## src/rtl/sram_arbiter.sv

```systemverilog
// sram_arbiter: two-requester round-robin arbiter in front of a single-port
// SRAM controller. Requester 0 is the data side, requester 1 the fetch side.
// Optional feature: define ARB_TIMEOUT_EN to abort BUSY after TIMEOUT_CYC
// cycles and pulse timeout_err together with the granted ready.
module sram_arbiter #(
  parameter int unsigned TIMEOUT_CYC = 255
) (
  input  logic        clk,
  input  logic        rst,
  input  logic [1:0]  req_r_en,
  input  logic [1:0]  req_w_en,
  input  logic [63:0] req_addr,
  input  logic [63:0] req_wdata,
  output logic [63:0] req_rdata,
  output logic [1:0]  req_ready,
  output logic        sram_r_en,
  output logic        sram_w_en,
  output logic [31:0] sram_addr,
  output logic [31:0] sram_wdata,
  input  logic [63:0] sram_rdata,
  input  logic        sram_freeze
`ifdef ARB_TIMEOUT_EN
  ,
  output logic        timeout_err
`endif
);

  typedef enum logic [1:0] {ST_IDLE, ST_BUSY, ST_DONE} state_t;

  // Reject out-of-range timeout values at elaboration.
  if (TIMEOUT_CYC < 1 || TIMEOUT_CYC > 255) begin : g_bad_timeout
    $error("sram_arbiter: TIMEOUT_CYC must be in 1..255");
  end

  state_t      r_state;
  logic        r_rr;
  logic        r_gnt;
  logic        r_wr;
  logic [1:0]  w_pend;
  logic        w_idx;
  logic        w_wr;
  logic [31:0] w_addr;
  logic [31:0] w_wdata;

`ifdef ARB_TIMEOUT_EN
  localparam logic [7:0] LP_TO = 8'(TIMEOUT_CYC);
  logic [7:0] r_cnt;
  logic [7:0] w_cnt_nxt;
  assign w_cnt_nxt = r_cnt + 8'd1;
`endif

  // Grant selection: round-robin pointer only matters when both are pending.
  always_comb begin
    w_pend  = req_r_en | req_w_en;
    w_idx   = (&w_pend) ? r_rr : w_pend[1];
    w_wr    = req_w_en[w_idx];
    w_addr  = w_idx ? req_addr[63:32]  : req_addr[31:0];
    w_wdata = w_idx ? req_wdata[63:32] : req_wdata[31:0];
  end

  // Arbitration FSM with registered SRAM-side and requester-side outputs.
  always_ff @(posedge clk or negedge rst) begin
    if (!rst) begin
      r_state    <= ST_IDLE;
      r_rr       <= 1'b0;
      r_gnt      <= 1'b0;
      r_wr       <= 1'b0;
      req_ready  <= '0;
      req_rdata  <= '0;
      sram_r_en  <= 1'b0;
      sram_w_en  <= 1'b0;
      sram_addr  <= '0;
      sram_wdata <= '0;
`ifdef ARB_TIMEOUT_EN
      r_cnt       <= '0;
      timeout_err <= 1'b0;
`endif
    end else begin
      req_ready <= '0;
`ifdef ARB_TIMEOUT_EN
      timeout_err <= 1'b0;
`endif
      case (r_state)
        ST_IDLE: begin
          if (|w_pend) begin
            r_gnt      <= w_idx;
            r_wr       <= w_wr;
            sram_addr  <= w_addr;
            sram_wdata <= w_wdata;
            sram_w_en  <= w_wr;
            sram_r_en  <= ~w_wr;
            if (&w_pend) r_rr <= ~r_rr;
`ifdef ARB_TIMEOUT_EN
            r_cnt <= '0;
`endif
            r_state <= ST_BUSY;
          end
        end
        ST_BUSY: begin
          if (!sram_freeze) begin
            sram_r_en        <= 1'b0;
            sram_w_en        <= 1'b0;
            req_ready[r_gnt] <= 1'b1;
            if (!r_wr) req_rdata <= sram_rdata;
            r_state <= ST_DONE;
          end
`ifdef ARB_TIMEOUT_EN
          else if (w_cnt_nxt == LP_TO) begin
            sram_r_en        <= 1'b0;
            sram_w_en        <= 1'b0;
            req_ready[r_gnt] <= 1'b1;
            timeout_err      <= 1'b1;
            r_state          <= ST_DONE;
          end else begin
            r_cnt <= w_cnt_nxt;
          end
`endif
        end
        ST_DONE: r_state <= ST_IDLE;
        default: r_state <= ST_IDLE;
      endcase
    end
  end

endmodule

```

## config.mk

```make
export PLATFORM = sky130hd
export DESIGN_NAME = sram_arbiter
export DESIGN_NICKNAME = d
export VERILOG_FILES = /design/src/rtl/sram_arbiter.sv
export SDC_FILE = /design/constraint.sdc
export NUM_CORES = 1
export LEC_CHECK = 0
export ABC_AREA = 1
export CAP_MARGIN = 0
export CORE_AREA = 2 2 128 130
export CTS_BUF_LIST = sky130_fd_sc_hd__clkbuf_2 sky130_fd_sc_hd__clkbuf_4 sky130_fd_sc_hd__clkbuf_8
export CTS_CLUSTER_SIZE = 10
export DETAILED_ROUTE_END_ITERATION = 8
export DIE_AREA = 0 0 130 132
export GPL_TIMING_DRIVEN = 0
export PLACE_DENSITY = 0.82
export SLEW_MARGIN = 20
export SYNTH_ARGS = -nofsm -noshare
export SYNTH_HDL_FRONTEND = slang
export SYNTH_SLANG_ARGS = --single-unit
```

## constraint.sdc

```tcl
create_clock -name clk -period 3 [get_ports clk]
set_clock_uncertainty 0.2 [all_clocks]
set_input_delay 0.6 -clock clk [delete_from_list [all_inputs] [get_ports clk]]
set_output_delay 0.6 -clock clk [all_outputs]
set_load 0.01 [all_outputs]
```

==> results of run 1 <==
==> cell type report <==
class / instances / area, um2
well taps: 216 / 270
diodes: 2 / 5.00
fillers: 1334 / 5200
inverters: 71 / 267
multi-input cells: 543 / 2460
clock inverters: 11 / 193
clock buffers: 21 / 277
flip-flops and latches: 137 / 3430
repair buffers: 332 / 3350
plain buffers: 55 / 268
==> state kept, by name, indices dropped and copies added, names as in the netlist <==
register and cells:
req_rdata 64, sram_addr 32, sram_wdata 32, r_state 2, req_ready 2, r_gnt 1, r_rr 1, r_wr 1
sram_r_en 1, sram_w_en 1
==> logic make-up after synthesis <==
group	Yosys count	share of synthesized area [%]
AO/OA/AOI/OAI	2	0.214
XOR/XNOR	1	0.136
buffers and inverters	126	8.32
flip-flops	137	53.4
AND/OR/NAND/NOR	540	37.9
==> synthesized netlist by cell type, drive strengths merged <==
cell type | instances | area, um2
buf | 37 | 200
clkbuf | 18 | 67.6
nand2 | 337 | 1270
o21ai | 2 | 13.8
xor2 | 1 | 8.76
nor2 | 8 | 32.5
inv | 71 | 267
nand3 | 131 | 656
dfrtp | 137 | 3430
nand3b | 64 | 480
==> cells in the final DEF (no fill, tap or decap), types with 2 or more instances in the layout <==
master	instances
clkbuf_8	19
nor2_1	7
dfrtp_1	137
bufinv_16	5
buf_4	6
clkinv_2	2
buf_1	5
nand3_1	131
nand2_1	336
diode_2	2
nand3b_1	64
clkbuf_4	2
inv_1	69
clkinvlp_4	2
buf_2	25
clkdlybuf4s50_1	329
inv_2	2
clkbuf_1	18
==> how the worst max path moves through the flow <==
stage / end / cells after the start
2_1_floorplan: sram_addr[0] / 8
3_3_place_gp: sram_wdata[4] / 1
3_5_place_dp: req_rdata[10] / 6
4_1_cts: req_rdata[9] / 1
5_1_grt: req_rdata[9] / 1
6_report: req_rdata[9] / 1
==> through the flow <==
step | power, mW | instance area [um2]
2_1_floorplan | 5.57 | 6420
6_report | 10.1 | 10500
3_3_place_gp | 8.20 | 9990
5_1_grt | 10.8 | 10500
4_1_cts | 10.1 | 10500
3_5_place_dp | 8.34 | 10000
==> routing by layer <==
| metal | part of all wire [%] | global-route usage, % | vias to the layer above |
|---|---|---|---|
| met5 | 0 | 0 | - |
| met4 | 3.1 | 9.44 | 0 |
| met3 | 9.7 | 9.58 | 48 |
| met2 | 50 | 43.0 | 299 |
| met1 | 38 | 27.6 | 3065 |
| li1 | - | - | 3224 |
==> report_power, final <==
part	internal, mW	switching [mW]	leakage, nW	total [mW]
registers	2.75	0.481	1.69	3.23
logic	2.47	2.60	3.27	5.07
clock network	1.05	0.726	0.233	1.78
==> summary.txt, run 1 <==
H-tree Lvls = 4
Initial antenna violation count = 2
Layout area overhead = 63.7%
Cells on Worst Hold Path = 2
Root buffer cell = clkbuf_8
Detail Route Antenna Nets = 0
IO Pins = 331
Hold slack = 0.271 ns
DRC = 0
Core area = 15700 um2
Detailed Place HPWL = 16.3 mm
First-pass GRT wire length = 33.3 mm
Hold Buf Count CTS = 1
R2r worst-path depth = 5
Avg WL per Cell = 15.3 um
Largest net degree at the start of global routing = 79
Maxcap violations = 0
Later-pin clock latency in the skew report = 0.44 ns
VDD IR max = 373 uV
Port buffer count = 330
Gpl congestion = 0.821
Vias = 6636
Critical Path RT = 2.20 ns
Setup Fix Bufs, Post-CTS = 0
Clk sinks = 137
R2R setup slack = 1.09 ns
Post-DR vias/cell = 4.78
Reg2reg start = r_wr
Setup Slack @ Placement = 0.426 ns
CP max-delay cell = clkdlybuf4s50_1
Detailed Route WL = 21.2 mm
Minimum clock period = 2.21 ns
Final setup viols = 0
TritonCTS buffer count = 17
Initial Utilization = 40.9%
Placed Cells = 1353
CTS tree = done
Syn_nets = 1005
Starting DRT DRC Count = 314
Gr usage total = 24.9%
Nets = 1356
Critical Path Start Type = flip-flop
Synthesized flop and latch total = 137
Hold_sp = req_rdata[5]
Layout Cells excl Fill = 1388
FP Rows = 46
Seq/Total Area, Yosys = 53.4%
Fraction of layout cells with a size suffix above 1 = 6.07%
Setup_tns = 0 ns
Final worst slack = 0.787 ns
Worst hold endpoint = req_rdata[5]
Synth warnings = 0
Die span in x = 130 um
Largest stage delay, worst path = 0.62 ns
Crit path cell chain = clkdlybuf4s50_1
Util after Layout = 66.9%
CP Capture Type = primary output
CP Class = flip-flop to primary output
Drt pass-1 iters = 5
Final hold violations = 0
Min-Delay Path Class = flip-flop to flip-flop
Mapped Cells = 806
Die area = 17200 um2
Slew HR = 56.4%
Die Ht = 132 um
CP Buf/Inv Count = 1
RSZ-0062 raised after global routing = false
Mapped Avg Cell Area = 7.97 um2
F_max = 0.452 GHz
Unique masters post-synth = 17
Arrival time at the worst endpoint = 1.41 ns
Fin. max-slew vios = 0
GR Overflow Total = 0
Synthesized area = 6420 um2
Reg2reg end = req_rdata[10]
CTS clk-pin slew, worst paths = 0.07 ns
Crit. Startpoint = req_rdata[9]
PD cells = 959 nW/um2
Status = finished clean
CTS Buffer Depth = 2
Worst slew pin tran = 0.653 ns
Post_cts resized = 0
Top cell family by delay on the critical path = buffers and inverters
Crit share post-route = 73.8%
Max FO, Critical Path = 2
LEAKAGE = 5.19 nW
Vias in the first global route = 6585
No activity file was read; power rests on OpenSTA's default activity.
==> inputs of run 2 (changes only) <==
--- a/config.mk
+++ b/config.mk
@@ -7,13 +7,12 @@
 export LEC_CHECK = 0
 export ABC_AREA = 1
 export CAP_MARGIN = 0
-export CORE_AREA = 2 2 128 130
+export CORE_UTILIZATION = 37
 export CTS_BUF_LIST = sky130_fd_sc_hd__clkbuf_2 sky130_fd_sc_hd__clkbuf_4 sky130_fd_sc_hd__clkbuf_8
 export CTS_CLUSTER_SIZE = 10
 export DETAILED_ROUTE_END_ITERATION = 8
-export DIE_AREA = 0 0 130 132
 export GPL_TIMING_DRIVEN = 0
-export PLACE_DENSITY = 0.82
+export PLACE_DENSITY = 0.79
 export SLEW_MARGIN = 20
 export SYNTH_ARGS = -nofsm -noshare
 export SYNTH_HDL_FRONTEND = slang
==> constraint.sdc (replaced) <==
create_clock -name clk -period 1.9 [get_ports clk]
set_clock_uncertainty 0.2 [all_clocks]
set_input_delay 0.38 -clock clk [delete_from_list [all_inputs] [get_ports clk]]
set_output_delay 0.38 -clock clk [all_outputs]
set_load 0.01 [all_outputs]
==> summary.txt, run 2 (synthesis gave the netlist of run 1 again) <==
Status = finished clean (unchanged)
Detailed Place HPWL = 15.8 mm (was 16.3 mm)
Setup_tns = 0 ns (unchanged)
First-pass GRT wire length = 32.9 mm (was 33.3 mm)
Nets = 1356 (unchanged)
Minimum clock period = 1.74 ns
Port buffer count = 330 (unchanged)
Top cell family by delay on the critical path = buffers and inverters (unchanged)
GR Overflow Total = 0 (unchanged)
Max FO, Critical Path = 10 (was 2)
Layout area overhead = 60.6% (was 63.7%)
Fin. max-slew vios = 0 (unchanged)
Final hold violations = 0 (unchanged)
Commonest non-fill, non-tap cells in the layout = nand2_1, clkdlybuf4s50_1, dfrtp_1, dlygate4sd2_1, nand3_1 (was nand2_1, clkdlybuf4s50_1, dfrtp_1, nand3_1, inv_1)
Core area = 16800 um2 (was 15700 um2)
Gr usage total = 23.7% (was 24.9%)
Crit share post-route = 91.3%
H-tree Lvls = 4 (unchanged)
Drt pass-1 iters = 4 (was 5)
CTS Buffer Depth = 2 (unchanged)
Worst slew pin tran = 0.563 ns (was 0.653 ns)
Max reg flops = 64 (unchanged)
Initial Utilization = 38.3% (was 40.9%)
CTS clk-pin slew, worst paths = 0.08 ns (was 0.07 ns)
Critical Path Start Type = input pin (was flip-flop)
Top reg by flops = req_rdata (unchanged)
Critical Path RT = 2.04 ns (was 2.20 ns)
Maxcap violations = 0 (unchanged)
Fraction of layout cells with a size suffix above 1 = 6.07% (about the same)
CTS tree = done (unchanged)
IO Pins = 331 (unchanged)
Later-pin clock latency in the skew report = 0.44 ns (about the same)
CP max-delay cell = clkdlybuf4s50_1 (unchanged)
Post-route cell area = 10300 um2 (was 10500 um2)
Vias = 6604 (was 6636)
Starting DRT DRC Count = 330 (was 314)
Arrival time at the worst endpoint = 1.87 ns (was 1.41 ns)
Crit path top cell by count = buf_2
Crit path cell chain = clkdlybuf4s50_1 -> o21ai_2 -> buf_2 -> buf_2 -> nand3b_1 -> nand3_1 -> nand2_1 (was clkdlybuf4s50_1)
Gpl congestion = 0.828 (was 0.821)
LEAKAGE = 5.47 nW (was 5.19 nW)
Fill cells = 1518 (was 1334)
RSZ-0062 raised after global routing = false (unchanged)
FP Rows = 47 (was 46)
Top Registers = req_rdata x64, sram_addr x32, sram_wdata x32 (unchanged)
DRC = 0 (unchanged)
Final setup viols = 0 (unchanged)
Die area = 17900 um2 (was 17200 um2)
Post-DR vias/cell = 4.75 (was 4.78)
Slew HR = 62.5% (was 56.4%)
Avg WL per Cell = 14.9 um (was 15.3 um)
Placed inst area = 10000 um2 (about the same)
Die Ht = 134 um (was 132 um)
Detail Route Antenna Nets = 0 (unchanged)
Min-Delay Path Class = flip-flop to flip-flop (unchanged)
Root buffer cell = clkbuf_8 (unchanged)
TritonCTS buffer count = 17 (unchanged)
Vias in the first global route = 6507 (was 6585)
CP Capture Type = flip-flop (was primary output)
CP Class = input pin to flip-flop (was flip-flop to primary output)
Initial antenna violation count = 0 (was 2)
Detailed Route WL = 20.7 mm (was 21.2 mm)
Clk sinks = 137 (unchanged)
Largest stage delay, worst path = 0.46 ns (was 0.62 ns)
F_max = 0.576 GHz
Most common cell after layout, fill and taps aside = nand2_1 (unchanged)
Die span in x = 134 um (was 130 um)
Largest net degree at the start of global routing = 72 (was 79)
VDD IR max = 572 uV (was 373 uV)
Ant diodes = 0 (was 2)
PD cells = 1420 nW/um2 (was 959 nW/um2)
CP Buf/Inv Count = 3 (was 1)
[run 2: layer usage]
metal	track usage, %	vias up	routed length (um)
met2	41.6	284	10300
met4	9.09	0	546
met5	0	-	0
met3	7.57	40	1790
met1	26.6	3053	8140
li1	-	3227	-
[run 2: layout make-up]
type | count | area (um2) | share of cell area, %
Sequential cell | 137 | 3430 | 33.3
Timing Repair Buffer | 332 | 3180 | 30.8
Tap cell | 220 | 275 | 2.67
Multi-Input combinational cell | 543 | 2460 | 23.8
Clock inverter | 14 | 198 | 1.92
Clock buffer | 17 | 234 | 2.27
Inverter | 71 | 267 | 2.58
Buffer | 55 | 269 | 2.61
[run 2: final timing paths]
| kind | startpoint | end | slack, ns | depth (start not counted) |
|---|---|---|---|---|
| worst max-delay path | req_w_en[0] | sram_wdata[22] | 0.16 | 7 |
| worst min-delay path | req_rdata[22] | req_rdata[22] | 0.27 | 2 |
| worst max register to register | r_state[1] | sram_wdata[20] | 0.19 | 7 |
| worst min register to register | req_rdata[22] | req_rdata[22] | 0.27 | 2 |
| max in group asynchronous | rst | req_rdata[15] | 0.46 | 3 |
| min in group asynchronous | rst | req_rdata[47] | 0.29 | 2 |
[run 2: through the flow]
step | utilization, % | hold slack, ns | instances | power, mW | setup WS [ns]
floorplan | - | -0.116 | 806 | 8.80 | 0.448
global placement | 59.7 | 0.253 | 1356 | 13.0 | -5.33
detailed placement | 59.9 | 0.185 | 1357 | 13.2 | -0.419
CTS | 61.5 | 0.257 | 1389 | 14.8 | 0.0614
global route | 61.5 | 0.275 | 1389 | 15.8 | 0.00404
finish | 61.5 | 0.268 | 1389 | 14.7 | 0.165
[run 2: worst min-delay path, cell delays in order, from the launching register on]
cell and delay (ns):
dfrtp_1 0.34, nand2_1 0.05, nand2_1 0.05
[run 2: power by group]
group	leakage, nW	switching [mW]	internal, mW
clock	0.212	1.19	1.43
combinational	3.57	4.07	2.96
sequential	1.69	0.688	4.33
total	5.47	5.95	8.72
[run 2: what timing repair did]
action,CTS,global route
endpoints found under the setup margin,132,1
hold buffers,1,0
setup buffers,0,0
endpoints found under the hold margin,70,0
gates resized for setup,132,2
